<file path="src/rtl/bit_adder_pkg.sv">
// Shared ALU definitions used by the bit_adder carry-chain cell and its clocked wrapper.
package alu_pkg;

  localparam int unsigned ALU_WIDTH = 32;

  typedef enum logic {
    CIN_EXT      = 1'b0,
    CIN_FEEDBACK = 1'b1
  } cin_sel_e;

  function automatic cin_sel_e cin_select(input logic serial_mode, input logic start);
    return (serial_mode && !start) ? CIN_FEEDBACK : CIN_EXT;
  endfunction

endpackage

</file>
<file path="src/rtl/bit_adder_if.sv">
// Operand/result bundle for bit_adder; master drives operands, slave produces results.
interface bit_adder_if #(
  parameter int unsigned CNT_W = 5
);
  logic             OPA;
  logic             OPB;
  logic             carryIn;
  logic             en;
  logic             serial_mode;
  logic             start;
  logic             result;
  logic             carryOut;
  logic             result_q;
  logic             carry_q;
  logic             valid_q;
  logic [CNT_W-1:0] bit_count;
  logic             last_q;

  modport master (
    output OPA, OPB, carryIn, en, serial_mode, start,
    input  result, carryOut, result_q, carry_q, valid_q, bit_count, last_q
  );

  modport slave (
    input  OPA, OPB, carryIn, en, serial_mode, start,
    output result, carryOut, result_q, carry_q, valid_q, bit_count, last_q
  );
endinterface

</file>
<file path="src/rtl/bit_adder_full_adder_cell.sv">
// Pure combinational one-bit full adder: the ALU carry-chain cell.
module full_adder_cell (
  input  logic a_i,
  input  logic b_i,
  input  logic c_i,
  output logic sum_o,
  output logic carry_o
);
  logic prop;

  always_comb begin
    prop    = a_i ^ b_i;
    sum_o   = prop ^ c_i;
    carry_o = (a_i & b_i) | (c_i & prop);
  end
endmodule

</file>
<file path="src/rtl/bit_adder.sv">
// Full-adder cell with a registered result and LSB-first bit-serial accumulation
// that feeds the stored carry back into the cell.
module bit_adder
  import alu_pkg::*;
#(
  parameter int unsigned WIDTH = ALU_WIDTH,
  parameter int unsigned CNT_W = $clog2(WIDTH)
) (
  input logic      clk,
  input logic      rst,
  bit_adder_if.slave bus
);
  localparam logic [CNT_W-1:0] LAST_IDX = CNT_W'(WIDTH - 1);

  logic             cin_eff;
  logic             sum;
  logic             cout;
  logic [CNT_W-1:0] cnt_d, cnt_q;
  logic             last_d;
  logic             sum_q, cout_q, valid_q, last_q;

  // Carry source depends only on inputs and carry_q, so non-serial use never needs clk/rst.
  always_comb begin
    cin_eff = (cin_select(bus.serial_mode, bus.start) == CIN_FEEDBACK) ? cout_q : bus.carryIn;
  end

  full_adder_cell u_cell (
    .a_i     (bus.OPA),
    .b_i     (bus.OPB),
    .c_i     (cin_eff),
    .sum_o   (sum),
    .carry_o (cout)
  );

  // cnt_d is the index of the bit being registered on this edge.
  always_comb begin
    cnt_d = '0;
    if (!(bus.start || !bus.serial_mode)) begin
      cnt_d = (cnt_q == LAST_IDX) ? '0 : cnt_q + CNT_W'(1);
    end
    last_d = bus.serial_mode && (cnt_d == LAST_IDX);
  end

  always_ff @(posedge clk or posedge rst) begin
    if (rst) begin
      sum_q   <= 1'b0;
      cout_q  <= 1'b0;
      valid_q <= 1'b0;
      last_q  <= 1'b0;
      cnt_q   <= '0;
    end else if (bus.en) begin
      sum_q   <= sum;
      cout_q  <= cout;
      valid_q <= 1'b1;
      last_q  <= last_d;
      cnt_q   <= cnt_d;
    end else begin
      valid_q <= 1'b0;
      last_q  <= 1'b0;
    end
  end

  assign bus.result    = sum;
  assign bus.carryOut  = cout;
  assign bus.result_q  = sum_q;
  assign bus.carry_q   = cout_q;
  assign bus.valid_q   = valid_q;
  assign bus.bit_count = cnt_q;
  assign bus.last_q    = last_q;
endmodule

</file>
<file path="src/flat_wrapper.sv">
// flat-port wrapper written by rule: the top's interface ports become plain ports
module bit_adder_flat import alu_pkg::*;
#(
  parameter int unsigned WIDTH = ALU_WIDTH,
  parameter int unsigned CNT_W = $clog2(WIDTH)
)
  (clk, rst, bus_OPA, bus_OPB, bus_carryIn, bus_en, bus_serial_mode, bus_start, bus_result, bus_carryOut, bus_result_q, bus_carry_q, bus_valid_q, bus_bit_count, bus_last_q);
  bit_adder_if #(.CNT_W(CNT_W)) bus_i ();
  input logic clk;
  input logic rst;
  input wire logic [$bits(bus_i.OPA)-1:0] bus_OPA;
  input wire logic [$bits(bus_i.OPB)-1:0] bus_OPB;
  input wire logic [$bits(bus_i.carryIn)-1:0] bus_carryIn;
  input wire logic [$bits(bus_i.en)-1:0] bus_en;
  input wire logic [$bits(bus_i.serial_mode)-1:0] bus_serial_mode;
  input wire logic [$bits(bus_i.start)-1:0] bus_start;
  output wire logic [$bits(bus_i.result)-1:0] bus_result;
  output wire logic [$bits(bus_i.carryOut)-1:0] bus_carryOut;
  output wire logic [$bits(bus_i.result_q)-1:0] bus_result_q;
  output wire logic [$bits(bus_i.carry_q)-1:0] bus_carry_q;
  output wire logic [$bits(bus_i.valid_q)-1:0] bus_valid_q;
  output wire logic [$bits(bus_i.bit_count)-1:0] bus_bit_count;
  output wire logic [$bits(bus_i.last_q)-1:0] bus_last_q;
  assign bus_i.OPA = bus_OPA;
  assign bus_i.OPB = bus_OPB;
  assign bus_i.carryIn = bus_carryIn;
  assign bus_i.en = bus_en;
  assign bus_i.serial_mode = bus_serial_mode;
  assign bus_i.start = bus_start;
  assign bus_result = bus_i.result;
  assign bus_carryOut = bus_i.carryOut;
  assign bus_result_q = bus_i.result_q;
  assign bus_carry_q = bus_i.carry_q;
  assign bus_valid_q = bus_i.valid_q;
  assign bus_bit_count = bus_i.bit_count;
  assign bus_last_q = bus_i.last_q;
  bit_adder #(.WIDTH(WIDTH), .CNT_W(CNT_W)) u_core (.clk(clk), .rst(rst), .bus(bus_i));
endmodule
</file>
<file path="config.mk">
export PLATFORM = sky130hd
export DESIGN_NAME = bit_adder_flat
export DESIGN_NICKNAME = d
export VERILOG_FILES = /design/src/rtl/bit_adder_pkg.sv /design/src/rtl/bit_adder_if.sv /design/src/rtl/bit_adder_full_adder_cell.sv /design/src/rtl/bit_adder.sv /design/src/flat_wrapper.sv
export SDC_FILE = /design/constraint.sdc
export NUM_CORES = 1
export LEC_CHECK = 0
export ABC_AREA = 1
export CORE_AREA = 2 2 44 46
export CTS_BUF_LIST = sky130_fd_sc_hd__clkbuf_16
export DETAILED_ROUTE_END_ITERATION = 12
export DIE_AREA = 0 0 46 48
export GPL_ROUTABILITY_DRIVEN = 0
export GPL_TIMING_DRIVEN = 0
export PLACE_DENSITY = 0.55
export RECOVER_POWER = 50
export SETUP_SLACK_MARGIN = 0.15
export SLEW_MARGIN = 20
export SYNTH_ARGS = -nofsm -noshare
export SYNTH_HDL_FRONTEND = slang
export SYNTH_SLANG_ARGS = --single-unit
</file>
<file path="constraint.sdc">
create_clock -name clk -period 2.89 [get_ports clk]
set_input_delay 0.578 -clock clk [delete_from_list [all_inputs] [get_ports clk]]
set_output_delay 0.578 -clock clk [all_outputs]
set_load 0.05 [all_outputs]
</file>
Yosys cells after proc, flatten, opt, wreduce, memory -nomap -nowiden
Index checks and enable logic that the tools add are counted.
{"block": "classes", "mux": 6, "n_div": 0, "mul": 0, "reduce_logical": 5, "bitwise": 5, "addsub": 1, "shifts": 0, "order_cmp": 0, "n_eq_ne": 2}
{"cell": "$eq A5 B5 Y1 const B", "n": 2}
{"cell": "$mux W5", "n": 2}
{"cell": "$add A5 B1 Y5 const B", "n": 1}
{"cell": "$mux W1", "n": 4}
{"cell": "$and A1 B1 Y1", "n": 2}
{"cell": "$logic_and A1 B1 Y1", "n": 2}
{"cell": "$logic_not A1 Y1", "n": 2}
{"cell": "$xor A1 B1 Y1", "n": 2}
{"cell": "$logic_or A1 B1 Y1", "n": 1}
{"cell": "$or A1 B1 Y1", "n": 1}
{"block": "word_totals", "latchBits": 0, "regBits": 9, "mem_bits_ro": 0, "ramBits": 0, "word_cells": 24, "out_inout_bits": 11, "inputBits": 8, "memories": 0}

Depth between registers and ports, before layout
Gate-level depths: netlist (run 1).
{"block": "logic_depth", "word_depth": 6, "mapped_depth": 9, "mapped_depth_nobuf": 9}

Hierarchy
From an unflattened synthesis (run 1), not the netlist that was laid out.
{"block": "unflattened", "cells_unflattened": 60, "hier_area_um2": 489.2}
{"module": "bit_adder", "instances": 1, "cells_per_inst": 59, "seq_area_each_um2": 225.2, "area_each_um2": 469.2}
{"module": "full_adder_cell", "instances": 1, "cells_per_inst": 1, "seq_area_each_um2": 0.0, "area_each_um2": 20.0}

Worst setup path after synthesis (run 1)
Ideal clock, no wire load.
{"block": "synth_path", "path_kind": "input -> output", "from": "in bus_start", "to": "out bus_result", "arrival_ns": 1.678, "path_stages": 5, "n_path_buf": 0, "path_slack_ns": 0.634, "required_ns": 2.312, "path_cell_list": "inv_1 -> nand2_1 -> mux2i_1 -> fa_1 -> inv_1"}
{"block": "synth_between", "elab_chain_len": 5}
{"element": "from (decl)", "line_no": "flat_wrapper.sv:16", "rtl": "input wire logic [$bits(bus_i.start)-1:0] bus_start;"}
{"element": "$logic_not A1 Y1", "line_no": "bit_adder_pkg.sv:12", "rtl": "return (serial_mode && !start) ? CIN_FEEDBACK : CIN_EXT;"}
{"element": "$logic_and A1 B1 Y1", "line_no": "bit_adder_pkg.sv:12"}
{"element": "$mux W1", "line_no": "bit_adder_pkg.sv:12"}
{"element": "$mux W1", "line_no": "bit_adder.sv:24", "rtl": "cin_eff = (cin_select(bus.serial_mode, bus.start) == CIN_FEEDBACK) ? cout_q : bus.carryIn;"}
{"element": "$xor A1 B1 Y1", "line_no": "bit_adder_full_adder_cell.sv:13", "rtl": "sum_o = prop ^ c_i;"}
{"element": "to (decl)", "line_no": "flat_wrapper.sv:17", "rtl": "output wire logic [$bits(bus_i.result)-1:0] bus_result;"}
Every way passes these cells.

Worst setup path in the final report (run 1)
Ends and elaborated chain as after synthesis.

==> summary.md, run 1 <==
| Metric | Value |
|---|---|
| Syn. warnings | `0` |
| CP Data Arrival Time | `2.08 ns` |
| Hold Path Sink | `u_core.bus.result_q` |
| Worst Path Class, Setup | `input pin to output port` |
| Die Width | `46 um` |
| Total GRT Usage | `0.108` |
| Skew-Pair Late Insertion Delay | `between 0.2 and 0.25 ns` |
| Num CTS Buffers | `3` |
| Vias per cell | `4.54` |
| CTS sink count | `9` |
| WL met3 | `44 um` |
| Die area | `around 2200 um^2` |
| Total vias in the final route | `~450` |
| Fillers | `164` |
| Hold_sp | `u_core.bus.result_q` |
| First-pass GRT wire length | `~1600 um` |
| Sequential share of the synthesized area | `0.466` |
| Area Growth Syn to Fin | `60.1%` |
| Hold Crit Depth | `2` |
| Starting Density | `0.286` |
| Crit share post-route | `0.918` |
| Placed Cells | `95` |
| Worst-Margin Slew | `0.496 ns` |
| # DRC | `0` |
| Uppermost layer routed | `met4` |
| Crit path required time | `2.31 ns` |
| Critical Path End Type | `output port` |
| Max-Cap Viols | `0` |
| RR Startpoint | `u_core.bus.bit_count[1]` |
| Pwr dens | `611 nW/um^2` |
| Final Slew Violations | `0` |
| R2r setup slk | `1.39 ns` |
| Mapped Cells | `60` |
| Mean post-synth cell area | `a little over 8 um^2` |
| Routed WL | `1040 um` |
| Overflow after GRT | `0` |
| Mapped Area | `483 um^2` |
| Hold WC Path Type | `flop to flop` |
| CORE AREA | `1690 um^2` |
| Reg2reg end | `u_core.bus.last_q` |
| Finished Layout Cells | `99` |
| Finish-stage setup viols | `0` |
| Iter 0 DRT Violations | `11` |
| Most frequent cells in the layout | `14 x inv_1, 13 x nand2_1, 13 x clkdlybuf4s50_1, 9 x dfrtp_1, 6 x o21ai_0` |
| Crit start category | `input pin` |
| Critical Path Fanout Max | `3` |
| Mapped Nets | `71` |
| Clock slew at reported path FFs | `0.04 ns` |
| Total Nets Final | `94` |
| Final worst path period need | `2.65 ns` |
| CTS tree | `yes` |
| Maximum vdd drop | `0.000387 V` |
| Postcts setup bufs | `0` |
| Initial antenna violation count | `0` |
| Slew HR | `0.669` |
| Vias in the first global route | `400` |
| Largest net degree at the start of global routing | `10` |
| Clk buf depth | `2` |
| Share of post-route cells with drive strength above 1 | `0.122` |
| Clock skew | `0.00180 ns` |
| Row cnt | `15` |
| Fmax | `approximately 0.38 GHz` |
| Pleak | `0.374 nW` |
| Pwr Total | `0.472 mW` |
| ANT cells | `0` |
| CTS H-tree depth | `1` |
| Post-DRT Antenna Nets | `0` |
| Metal1 wirelength | `474 um` |
| CTS Hold Buffers Added | `0` |
| Die H | `48 um` |
| Port Buffers | `18` |
| RSZ-0062 raised after global routing | `no` |
| First-pass detailed-route iteration total | `4` |
| Detailed placement HPWL | `795 um` |
| I/O pins | `19` |
| Clk root buf | `clkbuf_16` |
| Drt wl/cell | `10.5 um` |
| Synth Register Bits | `9` |
| Commonest non-fill, non-tap cell in the layout | `inv_1` |
| Worst Reg-to-Reg Cells | `9` |
| Outcome | `finished clean` |
| Final hold violations | `0` |
| Yosys cell types | `12` |
| Routed length on met2 | `509 um` |
## cells in the mapped netlist, drive strengths merged
cell type,number,area share
nand3,5,0.062
dfrtp,9,0.47
inv,14,0.11
nand4,2,0.026
o21ai,6,0.062
fa,1,0.041
ha,2,0.052
nor2,6,0.052
mux2i,1,0.021
nand2,14,0.11
## kinds of logic after synthesis
kind of cell | synth area share
simple gates | 0.249
buf+inv | 0.109
flops | 0.466
compound gates | 0.0622
fa+ha+maj | 0.0933
mux | 0.0207
## critical path, cell delays in order
cell             delay, ns
clkdlybuf4s50_1       0.47
inv_2                 0.06
nand2_4               0.06
mux2i_2               0.22
fa_1                  0.45
inv_1                 0.08
buf_6                 0.15
## worst max path at each step
stage / from / endpoint / slack, ns / cells past startpoint
2_1_floorplan: bus_start / bus_result / 0.63 / 5
3_3_place_gp: bus_start / bus_result / -0.42 / 7
3_5_place_dp: bus_start / bus_result / -0.43 / 7
4_1_cts: bus_start / bus_result / 0.17 / 7
5_1_grt: bus_start / bus_result / 0.14 / 7
6_report: bus_start / bus_result / 0.24 / 7
## routing by layer
layer,GRT usage,vias to the layer above
met5,0,-
met4,0.0686,0
met3,0.0226,2
met2,0.172,12
met1,0.132,203
li1,-,232
## metrics by stage
step | worst slack [ns] | util | cell area, um^2 | hold slack, ns | setup TNS [ns]
after floorplan | 0.634 | - | 483 | 0.406 | 0
after global placement | -0.423 | 0.405 | 684 | 0.468 | -0.699
after detailed placement | -0.428 | 0.405 | 684 | 0.479 | -0.714
after CTS | 0.168 | 0.447 | 756 | 0.516 | 0
after global routing | 0.140 | 0.458 | 773 | 0.547 | 0
final | 0.236 | 0.458 | 773 | 0.506 | 0
## final cells by class
type                       count  area (um^2)  area share
sequential                     9          225       0.291
multi-input combinational     37          216       0.280
timing repair buffer          18          179       0.231
clock buffer                   3         75.1      0.0971
inverter                      14         52.6      0.0680
tap                           17         21.3      0.0275
clock inverter                 1         3.75     0.00485
## sequential cells by signal (all words and copies together) (netlist names)
name,count
u_core.bus.bit_count,5
u_core.bus.carry_q,1
u_core.bus.last_q,1
u_core.bus.result_q,1
u_core.bus.valid_q,1
## timing repair
action                     4_1_cts  5_1_grt
pin swaps                        0        1
gates cloned                     0        0
setup endpoints to repair        2        1
hold endpoints to repair         0        0
gates resized for setup         11        6
## where the power goes
group / leakage (nW) / internal [mW] / switching, mW
Combinational: 0.213 / 0.0339 / 0.0634
Sequential: 0.119 / 0.134 / 0.00583
Clock: 0.0423 / 0.180 / 0.0552
Total: 0.374 / 0.348 / 0.124
Power figures use the tool's default switching activity.
==> run 2: changes to the inputs <==
Settings changed: SLEW_MARGIN 20 to 30.
==> results of run 2 <==
No change in the layout: final DEF, timing and power equal those of run 1.
